## src/rtl/pc_seq_pkg.sv

```systemverilog
// Shared definitions for the program-counter sequencer: op encodings, error bit
// indices and the return-stack wrap mode.
// Build option: define PC_STACK_WRAP_EN to make the return stack circular.
// A CALL on a full stack then overwrites the oldest entry and still jumps.
package pc_seq_pkg;

    localparam logic [2:0] PC_NOP       = 3'd0;
    localparam logic [2:0] PC_INC       = 3'd1;
    localparam logic [2:0] PC_JMP_ABS   = 3'd2;
    localparam logic [2:0] PC_JMP_REL   = 3'd3;
    localparam logic [2:0] PC_CALL      = 3'd4;
    localparam logic [2:0] PC_RET       = 3'd5;
    localparam logic [2:0] PC_CLR_STACK = 3'd6;

    localparam int unsigned ERR_OVF = 0;
    localparam int unsigned ERR_UNF = 1;

`ifdef PC_STACK_WRAP_EN
    localparam bit STACK_WRAP = 1'b1;
`else
    localparam bit STACK_WRAP = 1'b0;
`endif

endpackage

```

## src/rtl/ret_stack.sv

```systemverilog
// Return-address LIFO. The write pointer and the entry count are kept separately.
// In wrap mode the pointer keeps circling when the stack is full, so the oldest
// entry is overwritten while the count stays saturated.
module ret_stack
    import pc_seq_pkg::*;
#(
    parameter int unsigned WIDTH = 16,
    parameter int unsigned DEPTH = 8
) (
    input  logic                     clock,
    input  logic                     reset,
    input  logic                     push,
    input  logic                     pop,
    input  logic                     clear,
    input  logic [WIDTH-1:0]         wr_data,
    output logic [WIDTH-1:0]         rd_data,
    output logic [$clog2(DEPTH):0]   depth,
    output logic                     full,
    output logic                     empty
);

    localparam int unsigned PW = $clog2(DEPTH);
    localparam int unsigned DW = PW + 1;

    logic [WIDTH-1:0] mem_q [DEPTH];
    logic [WIDTH-1:0] mem_d [DEPTH];
    logic [PW-1:0]    ptr_q, ptr_d, rd_ptr;
    logic [DW-1:0]    depth_q, depth_d;
    logic             push_acc, pop_acc;

    assign full     = (depth_q == DW'(DEPTH));
    assign empty    = (depth_q == '0);
    assign depth    = depth_q;
    assign rd_ptr   = ptr_q - PW'(1);
    assign rd_data  = mem_q[rd_ptr];
    assign push_acc = push && (!full || STACK_WRAP);
    assign pop_acc  = pop && !empty;

    // Next pointer, count and storage; clear has priority over push/pop.
    always_comb begin
        ptr_d   = ptr_q;
        depth_d = depth_q;
        mem_d   = mem_q;
        if (clear) begin
            ptr_d   = '0;
            depth_d = '0;
        end else if (push_acc) begin
            mem_d[ptr_q] = wr_data;
            ptr_d        = ptr_q + PW'(1);
            if (!full) begin
                depth_d = depth_q + DW'(1);
            end
        end else if (pop_acc) begin
            ptr_d   = rd_ptr;
            depth_d = depth_q - DW'(1);
        end
    end

    // Pointer and count registers, synchronously reset.
    always_ff @(posedge clock) begin
        if (reset) begin
            ptr_q   <= '0;
            depth_q <= '0;
        end else begin
            ptr_q   <= ptr_d;
            depth_q <= depth_d;
        end
    end

    // Entry storage is not reset; contents are meaningless until pushed.
    always_ff @(posedge clock) begin
        mem_q <= mem_d;
    end

endmodule

```

## src/rtl/pc_sequencer.sv

```systemverilog
// Program-counter successor with conditional absolute/relative jumps and
// CALL/RET through an internal return-address stack.
// Build option: PC_STACK_WRAP_EN (see pc_seq_pkg) selects the circular stack.
module pc_sequencer
    import pc_seq_pkg::*;
#(
    parameter int unsigned ADDR_W      = 16,
    parameter int unsigned REL_W       = 8,
    parameter int unsigned STACK_DEPTH = 8
) (
    input  logic                           clock,
    input  logic                           reset,
    input  logic                           pc_en,
    input  logic [2:0]                     pc_op,
    input  logic                           cond_ok,
    input  logic [ADDR_W-1:0]              abs_target,
    input  logic [REL_W-1:0]               rel_offset,
    output logic [ADDR_W-1:0]              pc_out,
    output logic [$clog2(STACK_DEPTH):0]   stack_depth,
    output logic                           stack_full,
    output logic                           stack_empty,
    output logic [1:0]                     stack_err
);

    logic [ADDR_W-1:0] pc_q, pc_d, pc_next, rel_ext, st_rd;
    logic [1:0]        err_q, err_d;
    logic              st_push, st_pop, st_clr;

    assign pc_next   = pc_q + ADDR_W'(1);
    // Size cast of a signed operand sign-extends the offset.
    assign rel_ext   = ADDR_W'($signed(rel_offset));
    assign pc_out    = pc_q;
    assign stack_err = err_q;

    ret_stack #(
        .WIDTH (ADDR_W),
        .DEPTH (STACK_DEPTH)
    ) u_ret_stack (
        .clock   (clock),
        .reset   (reset),
        .push    (st_push),
        .pop     (st_pop),
        .clear   (st_clr),
        .wr_data (pc_next),
        .rd_data (st_rd),
        .depth   (stack_depth),
        .full    (stack_full),
        .empty   (stack_empty)
    );

    // Decode the op into next PC, stack controls and error updates.
    always_comb begin
        pc_d    = pc_q;
        err_d   = err_q;
        st_push = 1'b0;
        st_pop  = 1'b0;
        st_clr  = 1'b0;
        if (pc_en) begin
            case (pc_op)
                PC_INC:     pc_d = pc_next;
                PC_JMP_ABS: pc_d = cond_ok ? abs_target : pc_next;
                PC_JMP_REL: pc_d = cond_ok ? (pc_next + rel_ext) : pc_next;
                PC_CALL: begin
                    if (stack_full && !STACK_WRAP) begin
                        pc_d           = pc_next;
                        err_d[ERR_OVF] = 1'b1;
                    end else begin
                        st_push = 1'b1;
                        pc_d    = abs_target;
                    end
                end
                PC_RET: begin
                    if (stack_empty) begin
                        pc_d           = pc_next;
                        err_d[ERR_UNF] = 1'b1;
                    end else begin
                        st_pop = 1'b1;
                        pc_d   = st_rd;
                    end
                end
                PC_CLR_STACK: begin
                    st_clr = 1'b1;
                    err_d  = 2'b00;
                    pc_d   = pc_next;
                end
                default: pc_d = pc_q;  // NOP and reserved code hold
            endcase
        end
    end

    // PC and sticky error registers; reset overrides any op.
    always_ff @(posedge clock) begin
        if (reset) begin
            pc_q  <= '0;
            err_q <= 2'b00;
        end else begin
            pc_q  <= pc_d;
            err_q <= err_d;
        end
    end

endmodule
```

## config.mk

```make
export PLATFORM = sky130hd
export DESIGN_NAME = pc_sequencer
export DESIGN_NICKNAME = d
export VERILOG_FILES = /design/src/rtl/pc_seq_pkg.sv /design/src/rtl/ret_stack.sv /design/src/rtl/pc_sequencer.sv
export SDC_FILE = /design/constraint.sdc
export NUM_CORES = 1
export LEC_CHECK = 0
export BUFFER_PORTS_ARGS = -buffer_cell sky130_fd_sc_hd__buf_2
export CAP_MARGIN = 5
export CORE_MARGIN = 3
export CORE_UTILIZATION = 40
export DETAILED_ROUTE_END_ITERATION = 7
export GPL_ROUTABILITY_DRIVEN = 0
export SETUP_SLACK_MARGIN = 0.3
export SYNTH_ARGS = -nofsm -noshare
export SYNTH_HDL_FRONTEND = slang
export SYNTH_HIERARCHICAL = 1
export SYNTH_SLANG_ARGS = --single-unit
export TNS_END_PERCENT = 5
```

## constraint.sdc

```tcl
create_clock -name clock -period 3.7 [get_ports clock]
set_input_delay 0.37 -clock clock [delete_from_list [all_inputs] [get_ports clock]]
set_output_delay 0.37 -clock clock [all_outputs]
set_load 0.02 [all_outputs]
```

==> results of run 1 <==
-- where the power goes --
group	switching, uW	internal [uW]	leakage [uW]
logic	300	178	0.00175
clock network	718	1140	0.000311
registers	22.5	1890	0.00137
total	1040	3220	0.00343
-- worst min-delay path by stage --
stage / cells after the start / endpoint / slack (ns) / start
after detailed placement: 2 / pc_out[1] / 0.51 / pc_out[1]
after floorplan: 1 / pc_out[13] / 0.44 / reset
after CTS: 3 / pc_out[0] / 0.29 / abs_target[0]
after global placement: 2 / stack_err[0] / 0.52 / stack_err[0]
final: 3 / stack_err[1] / 0.30 / pc_en
after global routing: 3 / pc_out[0] / 0.32 / abs_target[0]
-- what timing repair did --
action                                 CTS  global route
endpoints found under the hold margin    0             0
setup buffers                            0             1
pin swaps                                0             1
cloned                                   0             0
setup endpoints to repair                5             8
resized for setup                        2             4
-- worst max-delay path, stage by stage, from the launching register on --
cell,delay [ns]
dfxtp_1,0.45
ha_1,0.23
buf_4,0.16
nand3_1,0.17
xnor2_4,0.20
ha_1,0.33
a21oi_1,0.25
o21ai_1,0.23
a311o_1,0.43
a21oi_1,0.18
xnor2_1,0.12
a211oi_1,0.33
nor3_1,0.09
-- kinds of logic (layout without fill, tap and decap cells) --
kind of cell / after synthesis / in the layout / synth area share, %
compound gates: 149 / 149 / 12.6
xor+xnor: 30 / 30 / 3.60
fa+ha+maj: 26 / 26 / 4.14
buf+inv: 44 / 140 / 2.48
flops: 153 / 153 / 54.1
mux: 63 / 63 / 13.2
simple gates: 148 / 148 / 9.89
-- layout make-up --
cell class | count | area [um2] | share of cell area [%]
clock buffer | 17 | 425 | 4.46
clock inverter | 15 | 216 | 2.27
inverter | 15 | 56.3 | 0.591
multi-input combinational | 416 | 3590 | 37.7
sequential | 153 | 4350 | 45.6
tap | 265 | 332 | 3.48
timing repair buffer | 93 | 563 | 5.91
-- Yosys cell counts (all sizes together) (3+ instances only) --
cell / number
ha: 25
o31ai: 3
mux2: 22
o21a: 4
nand3: 12
o21ai: 26
dfxtp: 25
clkbuf: 12
and2: 5
a221oi: 13
and4: 3
nor2: 36
and3: 6
o211ai: 5
a211oi: 5
nand2: 34
nand2b: 3
inv: 15
nor3b: 4
or3: 5
buf: 17
xnor2: 19
mux4: 32
nor4: 5
a21boi: 5
a31oi: 7
mux2i: 9
nand4: 3
nor2b: 6
nor3: 20
a21o: 6
xor2: 11
edfxtp: 128
a221o: 3
a21oi: 45
o22ai: 6
a222oi: 3
-- registers in the layout (all words and copies together) (netlist names) --
register           cells
u_ret_stack/mem_q    128
pc_out                16
u_ret_stack/depth      4
u_ret_stack/ptr_q      3
stack_err              2
-- metrics by stage --
step | hold WS, ns | utilization, % | std cells | area, um2 | power, uW
after CTS | 0.291 | 48.4 | 973 | 9490 | 4270
after global routing | 0.321 | 48.6 | 974 | 9530 | 4410
after floorplan | 0.441 | - | 613 | 8050 | 2250
after detailed placement | 0.515 | 45.1 | 941 | 8830 | 2420
after global placement | 0.519 | 45.1 | 941 | 8830 | 2410
final | 0.304 | 48.6 | 974 | 9530 | 4260
-- routing by layer --
metal	vias up	GRT usage, %
met5	-	0
met4	0	10.4
met3	52	4.41
met2	236	32.5
met1	2802	28.4
li1	2590	-
==> flow_metrics.py, run 1 <==
metrics = {
    "status": {
        "status": "finished clean",
    },
    "clock_tree": {
        "htree_num_levels": 4,
        "cts.sinks": 153,
        "cts_tree": "yes",
        "cts_buffers": 17,
        "cts_hold_buf": 0,
        "path_clk_slew_ns": 0.07,
        "clk_latency_ns": 0.42,
        "clock_path_buffers": 2,
        "root_buffer": "clkbuf_16",
    },
    "routing": {
        "top_layer": "met4",
        "wl_met3_mm": 1.41,
        "viasPerCell": 5.83,
        "drtPass1Iterations": 5,
        "drt_wl_total_mm": 22.1,
        "drc_errors": 0,
        "drtIter0Drc": 583,
        "wl_met1_mm": 9.56,
        "dr_total_vias": 5680,
        "antenna_left": 0,
        "met2WireLength_mm": 10.1,
        "wl_per_cell_um": 22.6,
    },
    "floorplan": {
        "die_h_um": 148,
        "fp.coreArea_mm2": 0.0196,
        "core.rowCount": 51,
        "dieArea_mm2": 0.0218,
        "die_w_um": 148,
        "start_util_pct": 41.0,
        "io_pins": 55,
    },
    "pwr": {
        "vdd_drop_max_v": 0.000294,
        "powerDensity_mw_per_mm2": 447,
        "cellLeakagePower_uw": 0.00343,
    },
    "synth": {
        "yosys_warnings": 6,
        "synth_top_area_share_pct": 47.9,
        "synth.avg_cell_area_um2": 13.1,
        "syn-num-nets": 670,
        "synth-seq-cells": 153,
        "postSynthCellCount": 613,
        "synth_edf_count": 128,
        "ys_async_sr_fraction_pct": 0,
        "netlist_area_mm2": 0.00803,
        "synth.distinct_cells": 74,
        "ys_top_cells_by_area": "edfxtp_1 48%, mux4_2 9.0%, dfxtp_1 6.2%, ha_1 3.9%, mux2_2 3.1%",
        "yosysTopAreaCell": "edfxtp_1",
        "ys_seq_area_share_pct": 54.1,
        "synth_ff_type": "edfxtp_1",
    },
    "worst_setup_path": {
        "critPathLaunch": "pc_out[0]",
        "r2r_slack_ns": 0.40,
        "endpoint": "pc_out[8]",
        "crit_required_ns": 3.99,
        "path_class": "reg -> reg",
        "path_max_fanout": 7,
        "reg2reg_from": "pc_out[0]",
        "arrival_ns": 3.59,
        "worstSetupStartpointType": "flip-flop",
        "crit_path_end_kind": "flip-flop",
        "reg2reg_depth": 12,
        "rr_endpoint": "pc_out[8]",
    },
    "timing": {
        "layout_setup_ws_ns": 0.402,
        "max_slew.worst_pin.slew_ns": 0.929,
        "fin_crit_sh_pct": 89.1,
        "skew_ns": 0.00935,
        "rsz0062_at_grt": "yes",
        "finalHoldViolations": 0,
        "fin_crit_ns": 3.30,
        "fmax_mhz": 303,
        "finalSetupViolations": 0,
        "fin_tns_setup_ns": 0,
        "slew_viol_final": 0,
        "slew_headroom_pct": 37.3,
    },
    "placed_design": {
        "post-place-ws_ns": 0.0820,
        "port_buffers": 54,
        "dp_hpwl_mm": 15.8,
    },
    "layout": {
        "layout-drive-gt1-share_pct": 30.3,
        "antennaDiodeCount": 0,
        "final_common_cell": "edfxtp_1",
        "layout_common_cells": "128 x edfxtp_1, 54 x buf_2, 45 x a21oi_1",
        "layout.nets": 753,
        "fillers": 1719,
        "area_growth_syn_to_layout_pct": 18.6,
    },
    "job": {
        "drv_cap": 0,
    },
    "global_route": {
        "grt.overflow.total": 0,
        "grt_start_max_net_pins": 37,
        "antenna_found_initial": 0,
        "grtUsageTotal_pct": 21.0,
        "grt_pass1_vias": 5892,
        "grt_pass1_wl_mm": 34.6,
    },
    "worst_hold_path": {
        "hold_class": "in -> reg",
    },
}
No activity file was read; power rests on OpenSTA's default activity.
==> inputs of run 2 (changes only) <==
ABC_AREA = 1   (was default)
clock period = 3.5 ns   (was 3.7 ns; I/O delays follow)
==> flow_metrics.py, run 2 <==
metrics = {
    "timing": {
        "slew_headroom_pct": 51.1,
        "layout_setup_ws_ns": 0.529,
        "finalSetupViolations": 0,
        "finalHoldViolations": 0,
        "fmax_mhz": 337,
        "worst_hold_slack_ns": 0.218,
        "skew_ns": 0.0131,
        "slew_viol_final": 0,
        "max_slew.worst_pin.slew_ns": 0.733,
        "rsz0062_at_grt": "yes",
        "fin_tns_setup_ns": 0,
        "fin_crit_sh_pct": 84.9,
        "fin_crit_ns": 2.97,
    },
    "pwr": {
        "vdd_drop_max_v": 0.000334,
        "swShare_pct": 27.7,
        "power_frac_comb_pct": 16.1,
        "p_sw_uw": 1240,
        "seqPwrFrac_pct": 45.9,
        "power.share.clock_pct": 38.1,
        "powerDensity_mw_per_mm2": 456,
        "cellLeakagePower_uw": 0.00398,
        "p_int_uw": 3220,
    },
    "worst_setup_path": {
        "slowest_delay_ns": 0.44,
        "path_class": "reg -> reg",
        "path_common_cell": "nand2_1",
        "cp_num_buf_inv": 2,
        "arrival_ns": 3.27,
        "slowest_stage": "dfxtp_1",
        "cp_top_family": "simple AND/OR/NAND/NOR gates",
        "crit_required_ns": 3.80,
        "path_max_fanout": 6,
        "crit_path_end_kind": "flip-flop",
        "path_cells": "ha_1 > nor3b_4 > buf_4 > xor2_2 > ha_1 > nand2_1 > inv_1 > a21oi_1 > nand2_1 > nand2_1 > nand2_1 > xnor2_1 > nand2_1 > nand3_1 > nand2_1 > nand2_1 > a21oi_1",
        "reg2reg_from": "pc_out[1]",
        "critPathLaunch": "pc_out[1]",
        "worstSetupStartpointType": "flip-flop",
    },
    "clock_tree": {
        "clock_path_buffers": 2,
        "path_clk_slew_ns": 0.06,
        "clk_latency_ns": 0.42,
        "root_buffer": "clkbuf_16",
        "cts.sinks": 153,
        "htree_num_levels": 4,
        "cts_buffers": 17,
        "cts_tree": "yes",
    },
    "layout": {
        "antennaDiodeCount": 0,
        "regMostFlops": "u_ret_stack/mem_q",
        "layout_common_cells": "189 x nand2_1, 166 x nor2_1, 128 x edfxtp_1",
        "area_growth_syn_to_layout_pct": 14.9,
        "largest_reg_flops": 128,
        "layout.nets": 1119,
        "final_common_cell": "nand2_1",
        "layout-drive-gt1-share_pct": 14.8,
        "postLayoutCoreUtil_pct": 47.6,
        "fillers": 2034,
    },
    "synth": {
        "synthTopCellsByCount": "189 x nand2_1, 167 x nor2_1, 128 x edfxtp_1",
        "yosys_warnings": 6,
        "syn-num-nets": 1050,
        "synth.distinct_cells": 52,
        "synth_ff_type": "edfxtp_1",
        "yosysMostFrequentCell": "nand2_1",
        "synth.avg_cell_area_um2": 8.57,
        "ys_top_cells_by_area": "edfxtp_1 45%, nand2_1 8.3%, nor2_1 7.4%, dfxtp_1 5.9%, o21ai_0 5.8%",
        "ys_async_sr_fraction_pct": 0,
        "synth-seq-cells": 153,
        "synth_top_area_share_pct": 45.2,
        "ys_seq_area_share_pct": 51.1,
        "postSynthCellCount": 993,
        "netlist_area_mm2": 0.00851,
        "synth_edf_count": 128,
        "yosysTopAreaCell": "edfxtp_1",
    },
    "status": {
        "status": "finished clean",
    },
    "global_route": {
        "grtUsageTotal_pct": 20.2,
        "grt_pass1_vias": 6604,
        "grt_pass1_wl_mm": 37.2,
        "antenna_found_initial": 0,
        "grt.overflow.total": 0,
        "grt_start_max_net_pins": 69,
    },
    "routing": {
        "antenna_left": 0,
        "drtPass1Iterations": 5,
        "drtIter0Drc": 599,
        "wl_per_cell_um": 17.7,
        "viasPerCell": 5.35,
        "dr_total_vias": 7193,
        "drc_errors": 0,
        "drt_wl_total_mm": 23.8,
    },
    "floorplan": {
        "core.rowCount": 52,
        "io_pins": 55,
        "die_w_um": 152,
        "dieArea_mm2": 0.0231,
        "start_util_pct": 41.4,
        "fp.coreArea_mm2": 0.0206,
        "die_h_um": 152,
    },
    "worst_hold_path": {
        "hold_class": "in -> reg",
        "holdCritStartpoint": "pc_en",
    },
    "job": {
        "drv_cap": 0,
    },
    "placed_design": {
        "port_buffers": 54,
        "dp_hpwl_mm": 16.2,
        "post-place-ws_ns": 0.401,
    },
}
run 2: final cells by class:
type	instances	area [um2]	area share, %
Clock buffer	21	440	4.50
Clock inverter	11	100	1.02
Inverter	86	327	3.34
Multi-Input combinational cell	715	3670	37.5
Sequential cell	153	4350	44.5
Tap cell	270	338	3.45
Timing Repair Buffer	89	558	5.71
run 2: routing by layer:
metal  part of all wire, %  track usage (%)  vias up
li1                      -                -     3537
met1                    46             29.6     3346
met2                    46             31.9      272
met3                   6.6             2.79       38
met4                   1.9             5.27        0
met5                     0                0        -
run 2: logic make-up after synthesis:
group           count (synthesis)  synth area share [%]
simple gates                  430                  21.1
buf+inv                       125                  6.01
flops                         153                  51.1
fa+ha+maj                      26                  3.91
compound gates                242                  15.8
xor+xnor                       17                  2.10
run 2: power by group through the flow:
stage	sequential, uW	clock (uW)	combinational, uW
floorplan	2100	0	451
global placement	2080	0	702
detailed placement	2080	0	699
CTS	2040	1730	704
global route	2050	1800	797
finish	2040	1700	716
run 2: per-stage QoR:
| stage | cells | total power (uW) | cell area (um2) |
|---|---|---|---|
| after floorplan | 993 | 2550 | 8510 |
| after global placement | 1310 | 2780 | 9190 |
| after detailed placement | 1310 | 2780 | 9190 |
| after CTS | 1342 | 4470 | 9730 |
| after global routing | 1345 | 4650 | 9780 |
| final | 1345 | 4460 | 9780 |
run 2: timing repair:
item	4_1_cts	5_1_grt
endpoints found under the setup margin	0	10
resized for setup	0	8
hold buffers	0	0
buffers inserted	0	3
run 2: path summary, 6_finish.rpt:
| kind | endpoint | slack (ns) | cells past startpoint |
|---|---|---|---|
| min reg2reg | stack_err[1] | 0.45 | 2 |
| min | stack_err[1] | 0.22 | 3 |
| max | pc_out[11] | 0.53 | 17 |
| max reg2reg | pc_out[11] | 0.53 | 17 |
run 2: worst min-delay path: stages:
cell and delay, ns:
buf_2 0.11, nand3_1 0.07, a21oi_1 0.06
==> inputs of run 3 (changes only) <==
clock period = 2.7 ns   (was 3.5 ns; I/O delays follow)
==> flow_metrics.py, run 3 (synthesis results as in run 2) <==
metrics = {
    "global_route": {
        "grtUsageTotal_pct": 21.1,
        "grt_pass1_wl_mm": 38.5,
        "grt.overflow.total": 0,
        "antenna_found_initial": 0,
        "grt_start_max_net_pins": 69,
        "grt_pass1_vias": 7119,
    },
    "routing": {
        "drtPass1Iterations": 5,
        "dr_total_vias": 7456,
        "viasPerCell": 5.34,
        "drt_wl_total_mm": 24.9,
        "drc_errors": 0,
        "wl_per_cell_um": 17.8,
        "drtIter0Drc": 613,
        "antenna_left": 0,
    },
    "floorplan": {
        "io_pins": 55,
        "fp.coreArea_mm2": 0.0206,
        "die_w_um": 152,
        "core.rowCount": 52,
        "die_h_um": 152,
        "dieArea_mm2": 0.0231,
        "start_util_pct": 41.4,
    },
    "timing": {
        "fin_crit_sh_pct": 96.4,
        "finalSetupViolations": 0,
        "slew_headroom_pct": 57.5,
        "max_slew.worst_pin.slew_ns": 0.638,
        "rsz0062_at_grt": "yes",
        "fmax_mhz": 384,
        "skew_ns": 0.0164,
        "slew_viol_final": 0,
        "fin_tns_setup_ns": 0,
        "layout_setup_ws_ns": 0.0971,
        "finalHoldViolations": 0,
        "fin_crit_ns": 2.60,
    },
    "worst_hold_path": {
        "min_path_cells": 3,
        "holdCritStartpoint": "pc_en",
        "min_delay_worst_endpoint": "stack_err[1]",
        "hold_class": "in -> reg",
    },
    "pwr": {
        "power_frac_comb_pct": 18.7,
        "seqPwrFrac_pct": 43.5,
        "swShare_pct": 29.1,
        "powerDensity_mw_per_mm2": 567,
        "cellLeakagePower_uw": 0.00435,
        "p_sw_uw": 1770,
        "p_int_uw": 4320,
        "vdd_drop_max_v": 0.000433,
        "power.share.clock_pct": 37.9,
    },
    "worst_setup_path": {
        "crit_path_end_kind": "flip-flop",
        "path_class": "reg -> reg",
        "path_max_fanout": 5,
        "crit_required_ns": 3.05,
        "arrival_ns": 2.96,
        "reg2reg_depth": 19,
        "r2r_slack_ns": 0.1,
        "rr_endpoint": "pc_out[13]",
        "worstSetupStartpointType": "flip-flop",
        "reg2reg_from": "pc_out[1]",
    },
    "layout": {
        "area_growth_syn_to_layout_pct": 26.3,
        "largest_reg_flops": 128,
        "final_common_cell": "nand2_1",
        "layout_common_cells": "169 x nand2_1, 154 x nor2_1, 128 x edfxtp_1",
        "layout.nets": 1169,
        "regMostFlops": "u_ret_stack/mem_q",
        "antennaDiodeCount": 0,
        "layout-drive-gt1-share_pct": 26.7,
        "postLayoutCoreUtil_pct": 52.3,
    },
    "clock_tree": {
        "cts.sinks": 153,
        "clock_path_buffers": 2,
        "cts_tree": "yes",
        "clk_latency_ns": 0.43,
        "cts_buffers": 17,
        "htree_num_levels": 4,
        "path_clk_slew_ns": 0.07,
        "root_buffer": "clkbuf_16",
    },
    "placed_design": {
        "port_buffers": 54,
        "dp_hpwl_mm": 16.9,
        "post-place-ws_ns": 0.0362,
    },
    "status": {
        "status": "finished clean",
    },
    "job": {
        "drv_cap": 0,
    },
}
[run 3: changes by cell type in the layout (fill, tap and decap cells not counted), moves of 8 or more]
cell and change:
nand2_2 +17, buf_4 +39, nor2_4 +8, inv_2 +8
nand2_1 -20, nor2_1 -12, a21oi_2 +10, a21oi_1 -10
buf_6 +9, dfxtp_1 -11, ha_4 +13, ha_1 -13
[run 3: per-layer routing]
metal	part of all wire, %	global-route usage, %
met1	43	28.4
met2	47	34.3
met3	6.6	3.92
met4	2.8	7.75
met5	0	0
[run 3: cell type report]
class	count	area (um2)
multi-input combinational	715	4150
clock inverter	15	139
inverter	86	323
tap	270	338
fill	1910	9820
clock buffer	17	425
timing repair buffer	139	992
sequential	153	4380
[run 3: what timing repair did]
action                     CTS  global route
pin swaps                   32            22
hold buffers                 0             0
gates resized for setup     49            38
setup endpoints to repair   75           144
setup buffers                9             2
[run 3: critical path, cell delays in order, from the launching register on]
cell     delay (ns)
dfxtp_4        0.41
ha_4           0.14
nor3b_4        0.24
buf_12         0.14
xor2_4         0.21
ha_4           0.25
nand2_2        0.07
nand2_2        0.06
buf_4          0.13
nand2_1        0.06
nand3_2        0.09
a21oi_2        0.16
nand2_1        0.07
nand2_1        0.06
nand2_1        0.05
nand2_1        0.05
nand3_1        0.07
nand2_1        0.06
nand2_1        0.04
a21oi_1        0.13
[run 3: through the flow]
stage | hold WS (ns) | cells | power [uW] | instance area, um2
4_1_cts | 0.149 | 1393 | 6060 | 10600
2_1_floorplan | 0.339 | 993 | 3330 | 8700
3_3_place_gp | 0.441 | 1352 | 3720 | 9720
5_1_grt | 0.175 | 1395 | 6350 | 10700
3_5_place_dp | 0.449 | 1352 | 3720 | 9720
6_report | 0.157 | 1395 | 6100 | 10700
[run 3: power by group through the flow]
stage               clock, uW  sequential, uW  combinational (uW)
finish                   2310            2650                1140
detailed placement          0            2700                1020
CTS                      2330            2650                1090
global route             2450            2650                1250
floorplan                   0            2730                 608
global placement            0            2700                1020
[run 3: how the worst max path moves through the flow]
| stage | startpoint | end | slack (ns) | cells after the start |
|---|---|---|---|---|
| 6_report | pc_out[1] | pc_out[13] | 0.1 | 19 |
| 5_1_grt | pc_out[1] | pc_out[15] | -0.07 | 20 |
| 4_1_cts | pc_out[1] | pc_out[15] | 0.16 | 22 |
| 3_5_place_dp | pc_out[1] | pc_out[14] | 0.04 | 18 |
| 3_3_place_gp | pc_out[1] | pc_out[15] | 0.07 | 23 |
| 2_1_floorplan | pc_out[0] | pc_out[13] | 0.21 | 19 |
